==> src/rtl/bootdata_ioctl_bridge.sv <==
// Unpacks 32-bit host boot-data words (req-edge / ack-pulse) into ioctl_* writes of OUT_BYTES bytes.
// Word accept to first strobe is 2 cycles; ioctl_wait stalls the pending strobe and the host simply waits for ack.
module bootdata_ioctl_bridge #(
  parameter int OUT_BYTES = 1,
  parameter int ADDR_W    = 27,
  parameter int SIZE_W    = 16,
  parameter int WR_GAP    = 2
) (
  input  logic                   clk_sys,
  input  logic                   reset,
  input  logic [31:0]            host_bootdata,
  input  logic                   host_bootdata_req,
  output logic                   host_bootdata_ack,
  input  logic                   host_bootdata_download,
  input  logic [SIZE_W-1:0]      host_bootdata_size,
  input  logic [2:0]             host_file_type,
  input  logic                   ioctl_wait,
  output logic                   ioctl_download,
  output logic [15:0]            ioctl_index,
  output logic                   ioctl_wr,
  output logic [ADDR_W-1:0]      ioctl_addr,
  output logic [8*OUT_BYTES-1:0] ioctl_dout,
  output logic                   load_done,
  output logic                   addr_overflow
);

  localparam int         CNT_W = SIZE_W + 1;
  localparam logic [2:0] STEP  = 3'(OUT_BYTES);
  localparam logic [3:0] GAP_N = 4'(WR_GAP);

  typedef enum logic [2:0] {
    S_IDLE,
    S_WAIT_REQ,
    S_EMIT,
    S_GAP,
    S_DRAIN,
    S_FINISH
  } state_t;

  state_t              r_state;
  state_t              w_state_next;
  logic                r_req_q;
  logic                r_dl_q;
  logic [31:0]         r_word;
  logic [2:0]          r_ptr;
  logic [CNT_W-1:0]    r_cnt;
  logic [SIZE_W-1:0]   r_size;
  logic [3:0]          r_gap_cnt;
  logic                r_gap_to_req;

  logic                w_req_rise;
  logic                w_dl_rise;
  logic                w_dl_fall;
  logic                w_start;
  logic                w_accept;
  logic                w_latch;
  logic                w_emit;
  logic                w_finish;
  logic                w_gap_load;
  logic                w_gap_to_req_next;
  logic [2:0]          w_ptr_next;
  logic [CNT_W-1:0]    w_cnt_next;
  logic                w_size_hit;
  logic                w_word_done;
  logic [ADDR_W:0]     w_addr_inc;
  logic [8*OUT_BYTES-1:0] w_dout;

  function automatic logic [7:0] word_byte(input logic [31:0] word, input logic [1:0] idx);
    case (idx)
      2'd0:    return word[31:24];
      2'd1:    return word[23:16];
      2'd2:    return word[15:8];
      default: return word[7:0];
    endcase
  endfunction

  assign w_req_rise  = host_bootdata_req & ~r_req_q;
  assign w_dl_rise   = host_bootdata_download & ~r_dl_q;
  assign w_dl_fall   = ~host_bootdata_download & r_dl_q;
  assign w_ptr_next  = r_ptr + STEP;
  assign w_cnt_next  = r_cnt + CNT_W'(OUT_BYTES);
  assign w_word_done = w_ptr_next[2];
  assign w_size_hit  = (r_size != '0) && (w_cnt_next >= {1'b0, r_size});
  assign w_addr_inc  = {1'b0, ioctl_addr} + (ADDR_W+1)'(OUT_BYTES);

  // Lanes past the end of a sized file are zero-filled.
  always_comb begin
    w_dout = '0;
    for (int l = 0; l < OUT_BYTES; l++) begin
      if ((r_size == '0) || ((r_cnt + CNT_W'(l)) < {1'b0, r_size}))
        w_dout[8*l +: 8] = word_byte(r_word, r_ptr[1:0] + 2'(l));
    end
  end

  always_comb begin
    w_state_next      = r_state;
    w_start           = 1'b0;
    w_accept          = 1'b0;
    w_latch           = 1'b0;
    w_emit            = 1'b0;
    w_finish          = 1'b0;
    w_gap_load        = 1'b0;
    w_gap_to_req_next = r_gap_to_req;
    if (w_dl_fall && (r_state != S_IDLE) && (r_state != S_FINISH)) begin
      w_finish     = 1'b1;
      w_state_next = S_FINISH;
    end else begin
      case (r_state)
        S_IDLE: begin
          if (w_dl_rise) begin
            w_start      = 1'b1;
            w_state_next = S_WAIT_REQ;
          end
        end
        S_WAIT_REQ: begin
          if (w_req_rise) begin
            w_accept     = 1'b1;
            w_latch      = 1'b1;
            w_state_next = S_EMIT;
          end
        end
        S_EMIT: begin
          if (!ioctl_wait) begin
            w_emit = 1'b1;
            if (w_size_hit) begin
              w_state_next = S_DRAIN;
            end else if (WR_GAP == 0) begin
              w_state_next = w_word_done ? S_WAIT_REQ : S_EMIT;
            end else begin
              w_state_next      = S_GAP;
              w_gap_load        = 1'b1;
              w_gap_to_req_next = w_word_done;
            end
          end
        end
        S_GAP: begin
          if (r_gap_cnt <= 4'd1)
            w_state_next = r_gap_to_req ? S_WAIT_REQ : S_EMIT;
        end
        S_DRAIN: begin
          w_accept = w_req_rise;
        end
        S_FINISH: begin
          w_state_next = S_IDLE;
        end
        default: begin
          w_state_next = S_IDLE;
        end
      endcase
    end
  end

  always_ff @(posedge clk_sys) begin
    if (reset) begin
      r_state           <= S_IDLE;
      r_req_q           <= 1'b0;
      r_dl_q            <= 1'b0;
      r_word            <= '0;
      r_ptr             <= '0;
      r_cnt             <= '0;
      r_size            <= '0;
      r_gap_cnt         <= '0;
      r_gap_to_req      <= 1'b0;
      host_bootdata_ack <= 1'b0;
      ioctl_download    <= 1'b0;
      ioctl_index       <= '0;
      ioctl_wr          <= 1'b0;
      ioctl_addr        <= '0;
      ioctl_dout        <= '0;
      load_done         <= 1'b0;
      addr_overflow     <= 1'b0;
    end else begin
      r_state           <= w_state_next;
      r_req_q           <= host_bootdata_req;
      r_dl_q            <= host_bootdata_download;
      host_bootdata_ack <= w_accept;
      ioctl_wr          <= w_emit;
      load_done         <= w_finish;
      r_gap_to_req      <= w_gap_to_req_next;

      if (w_start) begin
        ioctl_download <= 1'b1;
        ioctl_index    <= {13'b0, host_file_type};
        r_size         <= host_bootdata_size;
        r_cnt          <= '0;
        ioctl_addr     <= '0;
        addr_overflow  <= 1'b0;
      end else if (ioctl_wr) begin
        // Address moves on the cycle after its strobe; a carry out means it wrapped.
        ioctl_addr <= w_addr_inc[ADDR_W-1:0];
        if (w_addr_inc[ADDR_W])
          addr_overflow <= 1'b1;
      end

      if (w_finish)
        ioctl_download <= 1'b0;

      if (w_latch) begin
        r_word <= host_bootdata;
        r_ptr  <= '0;
      end

      if (w_emit) begin
        ioctl_dout <= w_dout;
        r_ptr      <= w_ptr_next;
        r_cnt      <= w_cnt_next;
      end

      if (w_gap_load)
        r_gap_cnt <= GAP_N;
      else if (r_state == S_GAP)
        r_gap_cnt <= r_gap_cnt - 4'd1;
    end
  end

endmodule

==> config.mk <==
export PLATFORM = sky130hd
export DESIGN_NAME = bootdata_ioctl_bridge
export DESIGN_NICKNAME = d
export VERILOG_FILES = /design/src/rtl/bootdata_ioctl_bridge.sv
export SDC_FILE = /design/constraint.sdc
export NUM_CORES = 1
export LEC_CHECK = 0
export BUFFER_PORTS_ARGS = -buffer_cell sky130_fd_sc_hd__buf_2
export CAP_MARGIN = 10
export CORE_MARGIN = 8
export CORE_UTILIZATION = 36
export CTS_CLUSTER_SIZE = 14
export DETAILED_ROUTE_END_ITERATION = 8
export PLACE_DENSITY = 0.53
export SKIP_CTS_REPAIR_TIMING = 1
export SLEW_MARGIN = 20
export SYNTH_ARGS = -nofsm -noshare
export SYNTH_HDL_FRONTEND = slang
export SYNTH_SLANG_ARGS = --single-unit
==> constraint.sdc <==
create_clock -name clk_sys -period 7.6 [get_ports clk_sys]
set_input_delay 2.28 -clock clk_sys [delete_from_list [all_inputs] [get_ports clk_sys]]
set_output_delay 2.28 -clock clk_sys [all_outputs]
set_load 0.005 [all_outputs]
==> flow_summary.toml <==
[finish]
multi_input_area_sq_um = 3460
final_cell_mix = "145 x nand2_1, 121 x dfxtp_1, 98 x buf_2, 89 x a21oi_1, 68 x nor2_1"
layout_commonest_cell = "nand2_1"
seq_area_sq_um = 2420
syn_to_final_growth_pct = 19.8
drive_above_1_share_pct = 17.4
n_fill_cell = 1796
layout.nets = 947
insertedDiodeCount = 0
stdcell_count = 1089

[logic_synthesis]
yosysSeqAreaShare_pct = 39.2
synth_cells = 772
synth_edf_count = 0
synth_seq_cells = 121
yosysTopAreaCell = "dfxtp_1"
ys_async_sr_fraction_pct = 0
synthTopCellsByArea = "dfxtp_1 39%, nand2_1 8.8%, ha_1 8.1%"
synthFlopType = "dfxtp_1"
synth.avg_cell_area_sq_um = 8.00
ys.warnings.count = 0
yosys.area.top_type_share_pct = 39.2
syn_area_sq_um = 6170
ys_types = 50

[worst_setup_path]
cp.arrival_ps = 4000
r2r_start = "r_cnt[0]"
crit_type = "in -> reg"
reg2regPathDepth = 12
cp_max_fo = 15
worstSetupEndpointType = "flop"
worstSetupStartpointType = "primary input"
r2r_setup_slack_ps = 4140
r2r-end = "r_gap_to_req"
required_ps = 7940

[worst_hold_path]
min_to = "r_word[3]"
hp-start = "r_word[3]"
hold_depth = 2
hold_path_class = "reg -> reg"

[detailed_routing]
first_pass_iters = 6
vias = 5351
drt_iter0_markers = 313
wirelength_um = 15600
drc = 0
ant_nets = 0
post_drt_wl_per_cell_um = 14.3
via_per_inst = 4.91

[timing]
period_minus_slack_ps = 3670
rsz0062_at_grt = "false"
hold_ws_ps = 455
max_freq_mhz = 273
hold_viol = 0
worst_slew_pin_slew_ps = 861
fin_ws_ps = 3930
fin_worst_skew_ps = 11.8
slew_viol_final = 0
fin_crit_sh_pct = 48.3
fin_setup_tns_ps = 0
slew_headroom_pct = 42.4
setup_viol = 0

[floorplanning]
chipHeight_um = 147
core_sq_um = 17100
rows = 48
num_io_pins = 112
start_util_pct = 36.2
die_area_sq_um = 21600
die_x_um = 147

[grt]
overflow = 0
grt_pass1_wl_um = 25900
first_global_vias = 5189
grt_max_degree = 52
antenna_found_initial = 0
grt_usage_pct = 14.5

[pwr]
power_switching_w = 0.000618
internal_power_w = 0.00136
pwr-share-seq_pct = 37.2
swShare_pct = 31.2
ir_worst_vdd_mv = 0.196
power_frac_comb_pct = 21.0
p_clk_share_pct = 41.8
powerDensity_nw_per_um2 = 268
leakagePower_nw = 3.03
power_w = 0.00198

[clocking]
cts-buffers-inserted = 17
clock_latency_ps = 410
cts_tree = "built"
clockBufferDepth = 2
clockRootBuffer = "clkbuf_16"
ctsHtreeMaxLevel = 4
cts.sinks = 121
clkTransAtPathRegs_ps = 60

[job]
maxCapViolCount = 0

[status]
status = "completed"

[placed_design]
io_buffer_count = 98
dp.cells = 1057
gp_congestion = 0.813
hpwl_um = 11100
place_ws_ps = 3390
-- synthesized netlist by cell type (5+ instances only) --
cell / number
a22oi_1: 8
nor2b_1: 8
a21o_1: 6
xor2_1: 28
dfxtp_1: 121
ha_1: 40
xnor2_1: 14
nand2_1: 145
a21oi_1: 89
o21ai_0: 27
and3_1: 9
nor3_1: 10
clkbuf_1: 37
a222oi_1: 8
inv_1: 23
nand3_1: 35
nor4_1: 7
or3_1: 5
buf_4: 14
nand2b_1: 6
and4_1: 8
nor2_1: 68
nand4_1: 14
-- cells by family after synthesis --
| logic type | after synthesis | synth area share [%] |
|---|---|---|
| AOI/OAI and AO/OA | 161 | 15.8 |
| adders and majority gates | 40 | 8.11 |
| muxes | 5 | 0.912 |
| other | 1 | 0.0608 |
| xor gates and xnor gates | 42 | 5.96 |
| and+or+nand+nor | 323 | 24.2 |
| DFF | 121 | 39.2 |
| buffers and inverters | 79 | 5.74 |
-- metal layers --
metal / GRT usage, % / vias up / share of wire [%]
met2: 23.1 / 88 / 46
met5: 0 / - / 0
li1: - / 2798 / -
met4: 4.13 / 0 / 0.94
met1: 18.9 / 2455 / 48
met3: 4.06 / 10 / 4.4
-- through the flow --
step	utilization (%)	instance area, sq um
after floorplan	-	6220
after global placement	39.7	6780
after detailed placement	39.7	6780
after CTS	43.3	7390
after global routing	43.3	7390
final	43.3	7390
-- power groups by stage --
stage	combinational [W]	sequential [W]	clock, W
global route	0.000469	0.000745	0.000876
CTS	0.000421	0.000735	0.000849
finish	0.000416	0.000736	0.000828
floorplan	0.000327	0.000722	0
detailed placement	0.000418	0.000749	0
global placement	0.000417	0.000750	0
-- worst max path at each step --
stage | start | to | slack, ps | cells after the start
final | host_bootdata_download | r_cnt[13] | 3930 | 7
after floorplan | host_bootdata_download | ioctl_dout[0] | 4080 | 6
after global placement | reset | ioctl_addr[18] | 3430 | 3
after CTS | reset | ioctl_addr[6] | 3830 | 3
after detailed placement | reset | ioctl_addr[6] | 3390 | 3
after global routing | host_bootdata_download | r_cnt[12] | 3720 | 7
-- worst max-delay path: stages --
cell and delay [ps]:
buf_2 110, nor2b_1 280, nor3_2 80, buf_4 200, nor2_1 680, o21ai_0 200
a21oi_1 150
-- flip-flops by register name (all words and copies together), names as in the netlist, 3 cells and up --
signal	flops
r_word	32
ioctl_addr	27
r_cnt	17
r_size	16
ioctl_dout	8
r_gap_cnt	4
ioctl_index	3
r_ptr	3
r_state	3
-- area by class of cell --
type	instances	share of cell area [%]
clock buffers	18	5.94
repair buffers	104	7.24
well taps	225	3.81
multi-input cells	584	46.8
inverters	23	1.17
flip-flops and latches	121	32.8
clock inverters	14	2.32
No activity file was read; power rests on OpenSTA's default activity.
